<file path="src/rtl/booth_mult_ctrl.sv">
// booth_mult_ctrl: iterative radix-4 Booth multiplier sequencer for the MIPS
// MULT/MULTU path. It retires one Booth digit per cycle into a 2*WIDTH+2 bit
// accumulator and delivers the 2*WIDTH bit {Hi,Lo} product.
//
// Ports:
//   Clk, Reset     clock, synchronous active-high reset
//   Start          request a multiply (accepted in IDLE or DONE only)
//   Signed         1 = MULT (two's complement), 0 = MULTU
//   A, B           multiplicand / multiplier, sampled with an accepted Start
//   Busy           high while digits are being retired
//   Done           one-cycle pulse; Product is valid from this cycle
//   Product        {Hi,Lo}, held until overwritten by the next operation
//   PPSel, PPNeg   partial-product select (00=0, 01=M, 10=2M) and negate,
//                  combinational from the current digit; idle value 00/0
module booth_mult_ctrl #(
  parameter int unsigned WIDTH = 32
) (
  input  logic                 Clk,
  input  logic                 Reset,
  input  logic                 Start,
  input  logic                 Signed,
  input  logic [WIDTH-1:0]     A,
  input  logic [WIDTH-1:0]     B,
  output logic                 Busy,
  output logic                 Done,
  output logic [2*WIDTH-1:0]   Product,
  output logic [1:0]           PPSel,
  output logic                 PPNeg
);

  localparam int unsigned NITER = WIDTH / 2 + 1;
  localparam int unsigned ACCW  = 2 * WIDTH + 2;
  localparam int unsigned QW    = WIDTH + 3;
  localparam int unsigned CNTW  = $clog2(NITER + 1);

  typedef enum logic [1:0] {
    IDLE = 2'd0,
    RUN  = 2'd1,
    DONE = 2'd2
  } stateT;

  stateT            state;
  stateT            nextState;
  logic [CNTW-1:0]  iterCnt;
  logic [ACCW-1:0]  mShift;    // M * 4^k, pre-extended to accumulator width
  logic [QW-1:0]    qShift;    // extended multiplier with Q[-1] = 0 at bit 0
  logic [ACCW-1:0]  acc;

  logic             loadOps;
  logic             lastIter;
  logic [ACCW-1:0]  aExt;
  logic [QW-1:0]    qInit;
  logic [ACCW-1:0]  ppVal;
  logic [ACCW-1:0]  accNext;

  // Operand extension: sign bits only fill when Signed is set.
  assign aExt     = {{(ACCW - WIDTH){Signed & A[WIDTH-1]}}, A};
  assign qInit    = {{2{Signed & B[WIDTH-1]}}, B, 1'b0};
  assign lastIter = (iterCnt == CNTW'(NITER - 1));

  // Next state, operand load strobe and Booth digit decode.
  always_comb begin
    nextState = state;
    loadOps   = 1'b0;
    PPSel     = 2'b00;
    PPNeg     = 1'b0;
    case (state)
      IDLE: begin
        if (Start) begin
          nextState = RUN;
          loadOps   = 1'b1;
        end
      end
      RUN: begin
        // qShift[2:0] = (Q[2k+1], Q[2k], Q[2k-1]) for the current digit k
        case (qShift[2:0])
          3'b001, 3'b010: begin PPSel = 2'b01; PPNeg = 1'b0; end
          3'b011:         begin PPSel = 2'b10; PPNeg = 1'b0; end
          3'b100:         begin PPSel = 2'b10; PPNeg = 1'b1; end
          3'b101, 3'b110: begin PPSel = 2'b01; PPNeg = 1'b1; end
          default:        begin PPSel = 2'b00; PPNeg = 1'b0; end
        endcase
        if (lastIter) begin
          nextState = DONE;
        end
      end
      DONE: begin
        if (Start) begin
          nextState = RUN;
          loadOps   = 1'b1;
        end else begin
          nextState = IDLE;
        end
      end
      default: nextState = IDLE;
    endcase
  end

  // Partial product selected by the digit, then added or subtracted.
  always_comb begin
    ppVal = '0;
    case (PPSel)
      2'b01:   ppVal = mShift;
      2'b10:   ppVal = {mShift[ACCW-2:0], 1'b0};
      default: ppVal = '0;
    endcase
    accNext = PPNeg ? (acc - ppVal) : (acc + ppVal);
  end

  // State register and datapath.
  always_ff @(posedge Clk) begin
    if (Reset) begin
      state   <= IDLE;
      iterCnt <= '0;
      mShift  <= '0;
      qShift  <= '0;
      acc     <= '0;
      Product <= '0;
      Busy    <= 1'b0;
      Done    <= 1'b0;
    end else begin
      state <= nextState;
      Busy  <= (nextState == RUN);
      Done  <= (nextState == DONE);
      if (loadOps) begin
        mShift  <= aExt;
        qShift  <= qInit;
        acc     <= '0;
        iterCnt <= '0;
      end else if (state == RUN) begin
        acc     <= accNext;
        mShift  <= {mShift[ACCW-3:0], 2'b00};
        qShift  <= {2'b00, qShift[QW-1:2]};
        iterCnt <= iterCnt + CNTW'(1);
        if (lastIter) begin
          Product <= accNext[2*WIDTH-1:0];
        end
      end
    end
  end

endmodule

</file>
<file path="config.mk">
export PLATFORM = sky130hd
export DESIGN_NAME = booth_mult_ctrl
export DESIGN_NICKNAME = d
export VERILOG_FILES = /design/src/rtl/booth_mult_ctrl.sv
export SDC_FILE = /design/constraint.sdc
export NUM_CORES = 1
export LEC_CHECK = 0
export CORE_ASPECT_RATIO = 0.9
export CORE_UTILIZATION = 40
export DETAILED_ROUTE_END_ITERATION = 12
export PLACE_DENSITY_LB_ADDON = 0.2
export RECOVER_POWER = 50
export SLEW_MARGIN = 20
export SYNTH_ARGS = -nofsm -noshare
export SYNTH_HDL_FRONTEND = slang
export SYNTH_SLANG_ARGS = --single-unit
</file>
<file path="constraint.sdc">
create_clock -name Clk -period 9.8 [get_ports Clk]
set_clock_uncertainty 0.05 [all_clocks]
set_input_delay 1.96 -clock Clk [delete_from_list [all_inputs] [get_ports Clk]]
set_output_delay 1.96 -clock Clk [all_outputs]
set_load 0.01 [all_outputs]
</file>
* After elaboration in Yosys (flattened, before gate mapping) *
Cells that the tools add are included.

storage, ports and cells
  bits in registers = 240
  input bits = 68
  word-level logic and storage cells = 52

cells by class
  add/sub/neg operators = 3
  equality and inequality tests = 13
  multiplexer cells = 16
  bitwise logic cells = 3
  reductions and logical operators = 8

operators with widths
  operator             count
  $mux 66              3
  $pmux 66 s2          1
  $mux 35              2
  $add 66x66->66       1
  $sub 66x66->66       1
  $eq 3x3->1 const B   3
  $eq 2x1->1 const B   3
  $eq 2x2->1 const B   3
  $eq 3x2->1 const B   2
  $mux 2               3
  $pmux 2 s3           1
  $reduce_or 2->1      3
  $add 5x1->5 const B  1
  $eq 5x5->1 const B   1
  $mux 1               5
  $pmux 2 s2           1
  $reduce_or 4->1      1
  $eq 3x1->1 const B   1
  $reduce_and 3->1     1
  $reduce_or 3->1      1
  $and 1x1->1          2
  $logic_not 2->1      1
  $reduce_bool 2->1    1
  $not 1->1            1

* Longest topological paths before layout *
Gate-level depths: netlist of run 1.

  depth in word-level cells = 8
  depth in mapped cells = 36
  mapped depth without buffers = 26

* Least setup slack after synthesis of run 1 *
OpenSTA, ideal clock, no wires.

  kind = reg2reg
  start point = register state[0]
  end point = register Product[52]
  library setup time = 0.061 ns
  arrival = 7.428 ns
  required time = 9.689 ns
  path slack = 2.262 ns
  cell stages (with the launch flop) = 34
  period minus slack after synthesis = 7.538 ns
  cell sequence = dfxtp_1 > nor2b_1 > clkbuf_1 > clkbuf_1 > clkbuf_1 > o21ai_0 > inv_1 > ha_1 > buf_2 > buf_1 > buf_2 > buf_1 > clkbuf_1 > clkbuf_1 > or2_2 > ha_1 > o21ai_1 > nor2_1 > nand2b_1 > nor3_1 > nor3b_1 > nor3b_1 > nor2_1 > xnor2_1 > ha_1 > nand4_1 > or3_1 > or4_1 > o21ai_1 > a41oi_1 > nor3_2 > o21bai_1 > a2111oi_0 > a311o_1

on the way
  cells in the longest elaborated chain, start to end = 6
  elaborated cells on any way between the ends = 15
  those cells by class = add/sub: 2; eq/ne: 4; mux: 5; bitwise: 1; reduce/logical: 3

RTL lines
  what                                                     line  source
  start, declared                                          42    stateT state;
  start signal, assigned                                   122   state <= nextState;
  $eq 2x1->1 *                                             67    case (state)
  $mux 2 *                                                 67
  named net PPSel[1]                                       27    output logic [1:0] PPSel,
  $eq 2x2->1 / $eq 2x1->1 (equally long branches)          102   case (PPSel)
  $pmux 66 s2 *                                            102
  $add 66x66->66 / $sub 66x66->66 (equally long branches)  107   accNext = PPNeg ? (acc - ppVal) : (acc + ppVal);
  $mux 66 *                                                107
  end signal, assigned                                     136   Product <= accNext[2*WIDTH-1:0];
  end, declared                                            26    output logic [2*WIDTH-1:0] Product,

The timed path passes the listed nets; every way through them passes the cells marked *.
A chain may end at the register's enable or synchronous reset.

* Final worst setup path of run 1 *
  start point = register state[0]
  end point = register acc[60]

on the way
  cells in the longest elaborated chain, start to end = 6
  elaborated cells on any way between the ends = 14
  those cells by class = add/sub: 2; eq/ne: 4; mux: 5; reduce/logical: 3

RTL lines
  what                                                     line     source
  $eq 2x1->1                                               67, 130
  $mux 2                                                   67
  $eq 2x2->1 / $eq 2x1->1 (equally long branches)          102
  $pmux 66 s2                                              102
  $add 66x66->66 / $sub 66x66->66 (equally long branches)  107
  $mux 66                                                  107
  end signal, assigned                                     131      acc <= accNext;
  end, declared                                            47       logic [ACCW-1:0] acc;

Several ways; a longest one is shown, not always the timed one.

==> flow_summary.toml, run 1 <==
[run_status]
outcome = "finished with violations"
failed_checks = "capacitance limit, slew limit"

[critical_path]
critical_path_required_ns = 10.06
path_class = "reg2reg"
reg2reg_to = "acc[60]"
worst_setup_path_end_kind = "register"
r2r_slack_ns = 1.63
rr_startpoint = "state[0]"
crit_fanout = 71
ff2ff_path_depth = 25
cp.arrival_ns = 8.43
startpoint_type = "register"

[floorplanning]
num_rows = 67
die_width_um = 207.5
initial_core_util_pct = 40.75
ios = 137
die_h_um = 186.9
die_area_sq_mm = 0.03879
coreArea_sq_mm = 0.03730

[placed_design]
place_congestion = 0.9380
post_dp_cell_area_sq_mm = 0.01670
port_buffers = 136
dp_hpwl_mm = 34.75

[cells_and_area]
layout-drive-gt1-share_pct = 4.402
area_delta_synth_final_pct = 16.58
multi_input_area_sq_mm = 0.009779
final-seq-area_sq_mm = 0.004705
final_design_area_no_fill_sq_mm = 0.01772
antenna_cells = 0
layout.nets = 2274
n_fill_cell = 3743

[power]
clockPowerShare_pct = 23.5
total_power_mw = 5.052
seqPwrFrac_pct = 22.7
cellPowerDensity_mw_per_mm2 = 285.1
ir_worst_vdd_mv = 0.1470
switching_share_pct = 44.83
comb_power_share_pct = 53.8
p_int_mw = 2.787
p_leak_nw = 6.706
power_switching_mw = 2.265

[detailed_routing]
vias_per_cell = 5.748
num_vias = 15180
antenna_left = 0
dr.pass1.iters = 6
drc = 0
drt-wirelength-per-cell_um = 18.11
wirelength_mm = 47.84
drtIter0Drc = 1427

[global_route]
track_usage_pct = 23.96
grt_start_max_net_pins = 108
grt_pass1_vias = 13630
grt_overflow = 0
grt_pass1_wl_mm = 75.87
antenna_found_initial = 0

[synth]
avgSynthCellArea_sq_um = 7.215
netlist_area_sq_mm = 0.01520
synth_top_area_share_pct = 30.95
ys_ff_latch = 235
syn_nets = 2244
synth_edf_count = 0
yosysMostFrequentCell = "nand2_1"
synth_area_leaders = "dfxtp_1 31%, nand2_1 11%, a21oi_1 9.7%"
synthTopCellsByCount = "445 x nand2_1, 295 x a21oi_1, 235 x dfxtp_1"
ys_types = 80
yosysTopAreaCell = "dfxtp_1"
ys.flop_type = "dfxtp_1"
ys_async_sr_fraction_pct = 0
synth_cells = 2107
ys_warn_count = 0
yosysSeqAreaShare_pct = 30.95

[sta]
rsz0062_at_grt = "false"
min_period_ns = 8.166
setup_viol = 0
hold_viol = 0
drv_slew = 353
tns_ns = 0
fmax_mhz = 122.5
worst_slew_pin_slew_ns = 3.204
slew_headroom_pct = -113.6
finalCritPeriodShare_pct = 83.32

[flow_run]
cap_viol_max_count = 7

[clock_tree]
clock_path_buffers = 3
post_cts_resized = 0
clock_latency_ns = 0.58
postCtsSetupBuffers = 0
root_buffer = "clkbuf_16"
ctsHtreeMaxLevel = 1
cts_sinks = 235
hold_buffers = 0
tritoncts = "yes"
clk_pin_slew_ns = 0.06
cts_made_buffers = 28

[min_path]
hold_start = "Product[24]"
whs_endpoint = "Product[24]"
min_path_cells = 2
hp-class = "reg2reg"
==> power groups by stage <==
stage | combinational, mW | sequential (mW) | clock [mW]
2_1_floorplan | 1.97 | 1.12 | 0
3_3_place_gp | 2.67 | 1.16 | 0
3_5_place_dp | 2.66 | 1.16 | 0
4_1_cts | 2.67 | 1.14 | 1.21
5_1_grt | 2.99 | 1.16 | 1.25
6_report | 2.72 | 1.15 | 1.19
==> through the flow <==
| stage | hold slack (ns) | std cells | util, % | setup slack, ns |
|---|---|---|---|---|
| 2_1_floorplan | 0.3862 | 2107 | - | 2.262 |
| 3_3_place_gp | 0.3929 | 2590 | 44.78 | 2.371 |
| 3_5_place_dp | 0.3969 | 2590 | 44.78 | 2.271 |
| 4_1_cts | 0.4048 | 2641 | 47.61 | 2.209 |
| 5_1_grt | 0.4150 | 2641 | 47.51 | 0.8612 |
| 6_report | 0.3972 | 2641 | 47.51 | 1.634 |
==> cell type report <==
cell class	instances	area share [%]
Multi-Input combinational cell	1691	55.18
Sequential cell	235	26.55
Timing Repair Buffer	152	8.282
Clock buffer	33	4.173
Tap cell	483	3.410
Clock inverter	18	1.793
Inverter	29	0.6142
==> registers in the layout, indices dropped and copies added, names as in the netlist <==
name	flops
Product	64
acc	64
state	2
mShift	64
qShift	34
iterCnt	5
Busy	1
Done	1
==> how the worst max path moves through the flow <==
stage                         from     endpoint
after global placement    state[0]  Product[61]
after CTS                 state[0]  Product[52]
after detailed placement  state[0]  Product[61]
after global routing      state[0]  Product[61]
final                     state[0]      acc[60]
after floorplan           state[0]  Product[52]
==> placed cells by master, fill, tap and decap left out, types with 28 or more instances in the layout <==
cell type,count
xnor2_1,47
clkdlybuf4s50_1,67
a31oi_1,31
xor2_1,70
o21ai_0,76
clkbuf_16,28
a22oi_1,74
dfxtp_1,235
nand3_1,40
inv_1,29
dlygate4sd3_1,68
ha_1,67
nor3_1,57
nor2_1,165
nand2_1,445
a21o_1,28
a21oi_1,295
==> cells by family (layout without fill, tap and decap cells) <==
family / after synthesis / count (layout) / share of synthesized area (%)
buf+inv: 181 / 232 / 4.823
simple gates: 841 / 841 / 24.54
xor+xnor: 117 / 117 / 6.741
flops: 235 / 235 / 30.95
fa+ha+maj: 69 / 69 / 5.728
compound gates: 664 / 664 / 27.22
==> worst max-delay path, stage by stage (launching register included) <==
cell and delay (ns):
dfxtp_1 0.36, nor2b_1 0.18, buf_4 0.63, nand2_1 0.16
ha_1 0.86, buf_4 0.52, o21ai_1 0.20, a41oi_1 0.25
nor3_1 0.38, nand3_2 0.17, or3_1 0.43, or3_1 0.35
a211oi_1 0.31, nor2_1 0.07, a31oi_1 0.32, ha_1 0.30
nand4_1 0.21, nor4b_1 0.68, nand2_1 0.13, or3_1 0.34
a31oi_1 0.23, a211oi_1 0.13, o21ai_0 0.24, o21ai_0 0.14
nand3b_1 0.12, a21oi_1 0.08
==> routing by layer <==
| layer | track usage [%] | wire length [um] | up-vias |
|---|---|---|---|
| met4 | 4.305 | 797 | 0 |
| met2 | 33.44 | 19070 | 427 |
| met3 | 2.787 | 2472 | 47 |
| met1 | 38.67 | 25500 | 7153 |
| met5 | 0 | 0 | - |
| li1 | - | - | 7554 |
Power figures use the tool's default switching activity.
==> inputs of run 2 (changes only) <==
==> constraint.sdc (replaced) <==
create_clock -name Clk -period 7.5 [get_ports Clk]
set_clock_uncertainty 0.05 [all_clocks]
set_input_delay 1.5 -clock Clk [delete_from_list [all_inputs] [get_ports Clk]]
set_output_delay 1.5 -clock Clk [all_outputs]
set_load 0.01 [all_outputs]
==> run 2 against run 1 <==
Against the previous run:
- critical path depth shrank 3
- critical path type unchanged
- highest routed layer unchanged
- the run still ends with capacitance limit, slew limit left
- largest cell class unchanged
- maximum frequency is 18% higher
- final cell count up 0.19%
- sequential share of layout area grew 0.079 points
- register-to-register slack got worse by 1.0 ns
==> flow_summary.toml, run 2 (same netlist as run 1, synthesis figures left out) <==
[run_status]
outcome = "finished with violations"
failed_checks = "capacitance limit, slew limit"

[flow_run]
cap_viol_max_count = 4

[detailed_routing]
drc = 0
drtIter0Drc = 1432
vias_per_cell = 5.731
num_vias = 15160
dr.pass1.iters = 7
drt-wirelength-per-cell_um = 18.00
wirelength_mm = 47.63
antenna_left = 0

[global_route]
antenna_found_initial = 0
track_usage_pct = 23.77
grt_pass1_wl_mm = 75.24
grt_start_max_net_pins = 100
grt_pass1_vias = 13480
grt_overflow = 0

[critical_path]
worst_setup_path_end_kind = "register"
cp.arrival_ns = 7.36
path_class = "reg2reg"
crit_fanout = 33
startpoint_type = "register"
critical_path_required_ns = 7.96

[clock_tree]
clock_path_buffers = 3
postCtsSetupBuffers = 0
cts_sinks = 235
hold_buffers = 0
tritoncts = "yes"
ctsHtreeMaxLevel = 1
clock_latency_ns = 0.56
post_cts_resized = 0
cts_made_buffers = 27
root_buffer = "clkbuf_16"
clk_pin_slew_ns = 0.06

[power]
cellPowerDensity_mw_per_mm2 = 365.3
total_power_mw = 6.455
p_leak_nw = 6.700
ir_worst_vdd_mv = 0.2193

[floorplanning]
coreArea_sq_mm = 0.03730
die_h_um = 186.9
die_width_um = 207.5
initial_core_util_pct = 40.75
num_rows = 67
ios = 137
die_area_sq_mm = 0.03879

[cells_and_area]
antenna_cells = 0
utilization_pct = 47.37
area_delta_synth_final_pct = 16.23
final_design_area_no_fill_sq_mm = 0.01767
reg.largest.list = "Product (64), acc (64), mShift (64)"
final_common_cell = "nand2_1"
most-common-layout-cells = "445 x nand2_1, 295 x a21oi_1, 235 x dfxtp_1, 164 x nor2_1, 76 x o21ai_0"
layout-drive-gt1-share_pct = 5.086
layout.nets = 2280

[placed_design]
place_congestion = 0.9455
dp_hpwl_mm = 34.96
port_buffers = 136
post_dp_cell_area_sq_mm = 0.01677

[sta]
tns_ns = 0
setup_viol = 0
fmax_mhz = 144.8
slew_headroom_pct = -194.7
hold_viol = 0
worst_slew_pin_slew_ns = 4.421
hold_slack_ns = 0.4000
drv_slew = 243
min_period_ns = 6.905
rsz0062_at_grt = "false"
finalCritPeriodShare_pct = 92.07

[min_path]
hp-class = "reg2reg"
run 2: changes by cell type in the layout (fill, tap and decap cells not counted), moves of 2 or more:
cell        change
clkinv_2        +3
nor2b_4         +2
clkinv_4        -2
nor2b_1         -2
clkinvlp_4      +2
buf_4           +8
inv_6           +4
bufinv_16       -5
clkbuf_1        -5
run 2: where the power goes:
group | switching [mW] | internal [mW]
Combinational | 2.28 | 1.31
Sequential | 0.122 | 1.37
Clock | 0.569 | 0.797
Total | 2.97 | 3.48
run 2: area by class of cell:
cell class	instances	area [sq um]
Fill cell	3768	19640
Clock inverter	19	198.9
Timing Repair Buffer	159	1534
Tap cell	483	604.3
Clock buffer	30	716.9
Multi-Input combinational cell	1691	9802
Sequential cell	235	4705
Inverter	29	108.9
run 2: per-stage QoR:
| stage | std cells | setup slack [ns] |
|---|---|---|
| after floorplan | 2107 | 0.02059 |
| after global placement | 2597 | 1.026 |
| after detailed placement | 2597 | 0.8166 |
| after CTS | 2646 | 0.8126 |
| after global routing | 2646 | 0.2034 |
| final | 2646 | 0.5946 |
run 2: per-layer routing:
metal	GRT usage, %	up-vias	part of all wire [%]
met2	31.70	490	38
li1	-	7572	-
met3	3.794	51	6.7
met5	0	-	0
met1	38.95	7051	54
met4	4.104	0	1.5
run 2: path summary, 6_finish.rpt:
kind               startpoint          end  slack (ns)  depth (start not counted)
setup / recovery     state[0]  Product[55]        0.59                         22
hold / removal    Product[25]  Product[25]        0.40                          2
setup reg to reg     state[0]  Product[55]        0.59                         22
hold reg to reg   Product[25]  Product[25]        0.40                          2
run 2: worst max-delay path, cell delays in order, from the launching register on:
cell       delay (ns)
dfxtp_1          0.43
nor2b_4          0.21
o21ai_0          0.13
ha_2             0.38
buf_4            0.29
a22oi_1          0.26
a41oi_1          0.27
nor4_2           0.43
nand3_2          0.15
or3_1            0.44
or3_1            0.35
a211oi_1         0.31
o21a_1           0.16
a31oi_1          0.04
ha_1             0.44
nand3_1          0.13
or3_1            0.40
o41ai_1          0.56
a31oi_1          0.15
o21ai_0          0.28
nand4_1          0.30
a2111oi_0        0.51
a311o_1          0.19
